==> config.mk <==
export PLATFORM = sky130hd
export DESIGN_NAME = alu_share_ctrl
export DESIGN_NICKNAME = d
export VERILOG_FILES = /design/src/rtl/alu_share_ctrl.sv
export SDC_FILE = /design/constraint.sdc
export NUM_CORES = 1
export LEC_CHECK = 0
export ABC_CLOCK_PERIOD_IN_PS = 2050
export BUFFER_PORTS_ARGS = -buffer_cell sky130_fd_sc_hd__clkbuf_2
export CAP_MARGIN = 25
export CORE_AREA = 2 2 105 107
export CTS_CLUSTER_DIAMETER = 80
export DETAILED_ROUTE_END_ITERATION = 16
export DIE_AREA = 0 0 107 109
export PLACE_DENSITY = 0.8
export SLEW_MARGIN = 5
export SYNTH_ARGS = -nofsm -noshare
export SYNTH_HDL_FRONTEND = slang
export SYNTH_SLANG_ARGS = --single-unit
==> constraint.sdc <==
create_clock -name clk -period 2.05 [get_ports clk]
set_clock_uncertainty 0.05 [all_clocks]
set_input_delay 0.1025 -clock clk [delete_from_list [all_inputs] [get_ports clk]]
set_output_delay 0.1025 -clock clk [all_outputs]
set_load 0.01 [all_outputs]
==> src/rtl/alu_share_ctrl.sv <==
// Purpose: arbitrates one shared 32-bit ALU between two requesters and returns tagged results.
// Latency: accept at cycle T -> resp_valid at T+2; at least 3 cycles per operation.
// Backpressure: resp_valid/resp_data/resp_id hold until resp_ready; no request is accepted until then.
//
// Ports: req0_*/req1_* valid/ready operation inputs (ctl, signed A, B);
//        alu_ctl/alu_a/alu_b drive the external ALU, alu_result is its combinational output;
//        resp_valid/resp_ready/resp_id/resp_data return the result tagged with the requester ID.
module alu_share_ctrl #(
    parameter int W         = 32,
    parameter int SHAMT_MAX = 31
) (
    input  logic         clk,
    input  logic         rst,
    input  logic         req0_valid,
    output logic         req0_ready,
    input  logic [1:0]   req0_ctl,
    input  logic [W-1:0] req0_a,
    input  logic [W-1:0] req0_b,
    input  logic         req1_valid,
    output logic         req1_ready,
    input  logic [1:0]   req1_ctl,
    input  logic [W-1:0] req1_a,
    input  logic [W-1:0] req1_b,
    output logic [1:0]   alu_ctl,
    output logic [W-1:0] alu_a,
    output logic [W-1:0] alu_b,
    input  logic [W-1:0] alu_result,
    output logic         resp_valid,
    input  logic         resp_ready,
    output logic         resp_id,
    output logic [W-1:0] resp_data
);

    typedef enum logic [1:0] {IDLE, EXEC, DONE} state_t;

    state_t       state;
    logic         last_grant;
    logic         op_id;
    logic         op_zero;     // shift-left past the word width: result forced to 0

    logic         gnt0;
    logic         gnt1;
    logic [1:0]   sel_ctl;
    logic [W-1:0] sel_a;
    logic [W-1:0] sel_b;
    logic         shamt_big;
    logic [W-1:0] clamp_b;
    logic         clamp_zero;

    // On a tie the requester that did not win last time gets the grant.
    always_comb begin
        gnt0 = req0_valid && (!req1_valid || last_grant);
        gnt1 = req1_valid && (!req0_valid || !last_grant);
    end

    assign req0_ready = (state == IDLE) && gnt0;
    assign req1_ready = (state == IDLE) && gnt1;

    always_comb begin
        sel_ctl = gnt1 ? req1_ctl : req0_ctl;
        sel_a   = gnt1 ? req1_a   : req0_a;
        sel_b   = gnt1 ? req1_b   : req0_b;
    end

    // The ALU only decodes shift amounts 0..31, so out-of-range shifts are
    // rewritten here: a left shift becomes a bypassed zero (alu_b=0), an
    // arithmetic right shift saturates at SHAMT_MAX, which gives the sign fill.
    always_comb begin
        shamt_big  = ({{(W-6){1'b0}}, sel_b[5:0]} > W'(SHAMT_MAX));
        clamp_b    = sel_b;
        clamp_zero = 1'b0;
        if (sel_ctl[1]) begin
            clamp_b = {{(W-6){1'b0}}, sel_b[5:0]};
            if (shamt_big) begin
                if (sel_ctl == 2'd2) begin
                    clamp_b    = '0;
                    clamp_zero = 1'b1;
                end else begin
                    clamp_b    = W'(SHAMT_MAX);
                end
            end
        end
    end

    // alu_* are the operand registers themselves: loaded on grant, valid
    // throughout EXEC and simply held afterwards.
    always_ff @(posedge clk) begin
        if (rst) begin
            state      <= IDLE;
            resp_valid <= 1'b0;
            resp_id    <= 1'b0;
            resp_data  <= '0;
            alu_ctl    <= 2'd0;
            alu_a      <= '0;
            alu_b      <= '0;
            last_grant <= 1'b1;
            op_id      <= 1'b0;
            op_zero    <= 1'b0;
        end else begin
            case (state)
                IDLE: begin
                    if (gnt0 || gnt1) begin
                        alu_ctl    <= sel_ctl;
                        alu_a      <= sel_a;
                        alu_b      <= clamp_b;
                        op_id      <= gnt1;
                        op_zero    <= clamp_zero;
                        last_grant <= gnt1;
                        state      <= EXEC;
                    end
                end
                EXEC: begin
                    resp_data  <= op_zero ? '0 : alu_result;
                    resp_id    <= op_id;
                    resp_valid <= 1'b1;
                    state      <= DONE;
                end
                DONE: begin
                    if (resp_ready) begin
                        resp_valid <= 1'b0;
                        state      <= IDLE;
                    end
                end
                default: state <= IDLE;
            endcase
        end
    end

endmodule

Yosys cells after proc, flatten, opt, wreduce, memory -nomap -nowiden
Index checks and enable logic that the tools add are counted.

storage, ports and cells
  flip-flop bits (word level) = 105
  logic and storage cells = 46
  output and inout bits = 102
  input port bits = 169

cells by class
  reductions and logical operators = 15
  order comparisons = 1
  equality and inequality tests = 5
  muxes and demuxes = 15

operators with widths
  kind                                                                     count
  32-bit two-way mux                                                       4
  6-bit by 5-bit > comparator with 1-bit output, second input constant     1
  2-bit two-way mux                                                        3
  6-bit two-way mux                                                        1
  2-bit case mux with 3 select lines                                       1
  2-bit AND reduction                                                      3
  5-bit two-way mux                                                        1
  2-bit equality test, second input constant                               2
  1-bit logical AND                                                        4
  1-bit two-way mux                                                        4
  1-bit logical NOT                                                        3
  1-bit logical OR                                                         3
  2-bit by 1-bit equality test with 1-bit output, second input constant    1
  2-bit logical NOT                                                        1
  2-bit by 1-bit inequality test with 1-bit output, second input constant  1
  2-bit inequality test, second input constant                             1
  1-bit case mux with 2 select lines                                       1
  2-bit nonzero test                                                       1

Logic depth before layout (Yosys ltp)
  depth in word-level cells = 8
  depth in mapped cells = 7
  mapped depth without buffers = 4

Least setup slack after synthesis
Ideal clock, no wire load.

  path type = register to register
  start point = reg last_grant
  end point = reg alu_b[10]
  data required time = 1929 ps
  stages on the path, launching flop included = 7
  clock period less this slack = 1412 ps
  setup slack = 638 ps
  library setup time = 71 ps
  arrival time = 1291 ps
  cells stage by stage = dfxtp_1 > a21boi_2 > buf_6 > mux2i_4 > buf_6 > nand3_1 > a21oi_1

between the ends
  cells in the longest elaborated chain, start to end = 5

RTL lines
  item                                                              line  source
  from (decl)                                                       37    logic last_grant;
  from (signal assigned)                                            108   last_grant <= gnt1;
  1-bit logical NOT                                                 53    gnt1 = req1_valid && (!req0_valid || !last_grant);
  1-bit logical OR                                                  53
  1-bit logical AND                                                 53
  32-bit two-way mux, or another cell as far along                  62    sel_b = gnt1 ? req1_b : req0_b;
  32-bit two-way mux / 2-bit AND reduction (equally long branches)  --
  to (signal assigned)                                              105   alu_b <= clamp_b;
  to (decl)                                                         26    output logic [W-1:0] alu_b,

Parallel ways exist; a longest one is shown, timed or not.
A chain may end at the register's enable or synchronous reset.

Worst setup path in the final report
  start point = reg last_grant
  end point = reg alu_a[7]

between the ends
  cells in the longest elaborated chain, start to end = 5

RTL lines
  item                                  line  source
  1-bit logical NOT                     53
  1-bit logical OR                      53
  1-bit logical AND                     53
  1-bit logical OR                      102   if (gnt0 || gnt1) begin
  2-bit AND reduction (no source line)  --
  to (signal assigned)                  104   alu_a <= sel_a;
  to (decl)                             25    output logic [W-1:0] alu_a,

Parallel ways exist; a longest one is shown, timed or not.

==> results.toml <==
[cts]
cts_buffer_depth = 2
cts_made_buffers = 9
clk_pin_slew_worst_paths_ns = 0.11
cts_tree = "yes"
cts_max_level = 3
clkSinkCount = 105
cts_root_buf = "clkbuf_8"
clk_latency_ns = 0.36

[drt]
drc_errors = 0
wl_per_cell_um = 15.37
drt_wl_total_mm = 15.63
drtAntennaViolNets = 0
drt_first_iter_violations = 388
num_vias = 5370
drt_pass1_iterations = 7
via_per_inst = 5.280

[global_routing]
grt_start_max_net_pins = 56
grt_usage = 0.2603
grtUsageMet3 = 0.06515
antenna_found_initial = 1
grt_pass1_vias = 5063
grt_pass1_wl_mm = 24.39
grt_use_met1 = 0.3060
grt-ovfl-total = 0
grt.busiest_layer = "met2"
grt.met2_usage = 0.4436

[placement]
portBuffers = 270
place_ws_ns = 0.3912
dp_hpwl_mm = 9.619
gp_congestion = 0.8589
dpl_cell_area_um2 = 6092

[worst_setup_path]
cp_common_cell = "nand2_1"
start_kind = "register"
crit_arrival_ns = 2.18
crit_path_cell_trace = "nand2_1 -> nand2_1 -> buf_6 -> nand2_1 -> a311oi_1 -> dlygate4sd3_1"
max_stage_delay_ns = 0.61
required_ns = 2.30
crit_buf_inv = 2
path_class = "register to register"
worstPathMaxFanout = 33
critPathCaptureType = "register"
cp_slowest_cell = "dlygate4sd3_1"
crit_family = "buffers and inverters"

[die]
floorplan.core_area_um2 = 10600
num_rows = 38
dieWidth_um = 107
dieArea_um2 = 11660
die_h_um = 109
start_util = 0.4327
io_pins = 271

[sta]
slew_violations = 0
hold_viol_final = 0
final.min_clock_period_ns = 1.924
rsz0062_at_grt = "true"
setup_viol = 0
max_freq_mhz = 519.8
fin_crit_sh = 0.9384
fin_ws_ns = 0.1262
slew-limit-headroom = 0.4323
tightest_slew_ns = 0.8514
setup-tns-final_ns = 0

[layout]
drive_gt1_frac = 0.3858
mostFrequentLayoutCell = "clkbuf_2"
final_nets = 1041
num-fill-cells = 860
final_cell_mix = "clkbuf_2 (269), nand2_1 (108), dfxtp_1 (105)"
syn_to_final_growth_pct = 52.25
final_area_um2 = 6985

[logic_synthesis]
synth.distinct_cells = 30
avgSynthCellArea_um2 = 8.252
ys_ff_latch = 105
ys_warn_count = 0
syn_nets = 725
seq_area_frac_synth = 0.4581
synthesis.area_um2 = 4588
syn_inst = 556

[power_and_ir_drop]
p_per_area_nw_per_um2 = 717.0
leakagePower_nw = 3.238
ir_worst_vdd_mv = 0.3864

[status]
status = "finished, final reports clean"

[hold_path]
holdCritPathClass = "input pin to register"

[flow_run]
cap_violations = 0
==> where the power goes <==
group	total (mW)	internal, mW	switching (mW)
logic	1.36	0.643	0.721
clock network	1.32	0.596	0.722
registers	2.33	2.22	0.104
==> area by class of cell <==
class / count / area, um2 / area share
multi-input cells: 399 / 2252 / 0.3224
repair buffers: 355 / 2251 / 0.3222
flip-flops and latches: 105 / 2102 / 0.3009
well taps: 140 / 175.2 / 0.02508
clock buffers: 11 / 141.4 / 0.02024
clock inverters: 4 / 53.80 / 0.007702
inverters: 2 / 7.507 / 0.001075
diodes: 1 / 2.502 / 0.0003582
==> kinds of logic (layout without fill, tap and decap cells) <==
logic type             Yosys count  in the layout  share of synthesized area
muxes                           30             30                    0.07581
buffers and inverters           53            372                    0.05863
AOI/OAI and AO/OA              113            114                     0.1560
DFF                            105            105                     0.4581
other                            0              1                          0
and+or+nand+nor                255            255                     0.2514
==> synth_stat cells <==
| cell type | n | area share |
|---|---|---|
| nand2_1 | 108 | 0.088 |
| dfxtp_1 | 105 | 0.46 |
| nor2_1 | 72 | 0.059 |
| a21oi_1 | 71 | 0.077 |
| a311oi_1 | 33 | 0.063 |
| nor3b_1 | 32 | 0.052 |
| mux2_2 | 28 | 0.069 |
| nand3_1 | 27 | 0.029 |
| clkbuf_1 | 25 | 0.020 |
| buf_2 | 11 | 0.012 |
| buf_4 | 7 | 0.011 |
| nand4_1 | 5 | 0.0068 |
| or3_1 | 5 | 0.0068 |
| buf_1 | 4 | 0.0033 |
| buf_6 | 4 | 0.0098 |
| a211oi_1 | 2 | 0.0033 |
| inv_1 | 2 | 0.0016 |
| nand3b_1 | 2 | 0.0033 |
| o21ai_0 | 2 | 0.0022 |
| a211oi_2 | 1 | 0.0027 |
| a21boi_2 | 1 | 0.0025 |
| a221o_1 | 1 | 0.0022 |
| and2_1 | 1 | 0.0014 |
| mux2i_1 | 1 | 0.0022 |
| mux2i_4 | 1 | 0.0049 |
| nand2b_1 | 1 | 0.0014 |
| nor2_2 | 1 | 0.0014 |
| nor2b_1 | 1 | 0.0014 |
| o21a_1 | 1 | 0.0016 |
| o21ai_1 | 1 | 0.0011 |
==> through the flow <==
step	hold WS (ns)	utilization	cells	total power, mW
2_1_floorplan	0.2115	-	556	3.057
3_3_place_gp	0.3006	0.5746	932	3.556
3_5_place_dp	0.3034	0.5746	932	3.572
4_1_cts	0.04507	0.6562	1014	4.984
5_1_grt	0.06796	0.6588	1017	5.251
6_report	0.06841	0.6588	1017	5.008
==> layer usage <==
layer	vias up	wire length, um
li1	2562	-
met1	2413	6085
met2	332	7540
met3	63	1362
met4	0	642
met5	-	0
==> path summary, 6_finish.rpt <==
| path | from | end | slack [ns] | depth (start not counted) |
|---|---|---|---|---|
| worst max-delay path | last_grant | alu_a[7] | 0.13 | 6 |
| worst max register to register | last_grant | alu_a[7] | 0.13 | 6 |
| worst min register to register | alu_b[21] | alu_b[21] | 0.41 | 2 |
| worst min-delay path | rst | alu_b[4] | 0.07 | 2 |
==> flip-flops by register name (all words and copies together), names as in the netlist <==
register / flops
alu_a: 32
alu_b: 32
resp_data: 32
alu_ctl: 2
state: 2
last_grant: 1
op_id: 1
op_zero: 1
resp_id: 1
resp_valid: 1
==> timing repair <==
action | CTS | global route
hold endpoints to repair | 34 | 0
setup endpoints to repair | 0 | 6
buffers inserted | 0 | 1
hold buffers | 67 | 0
resized for setup | 0 | 2
Note: power is estimated with default switching activity, not from simulation.
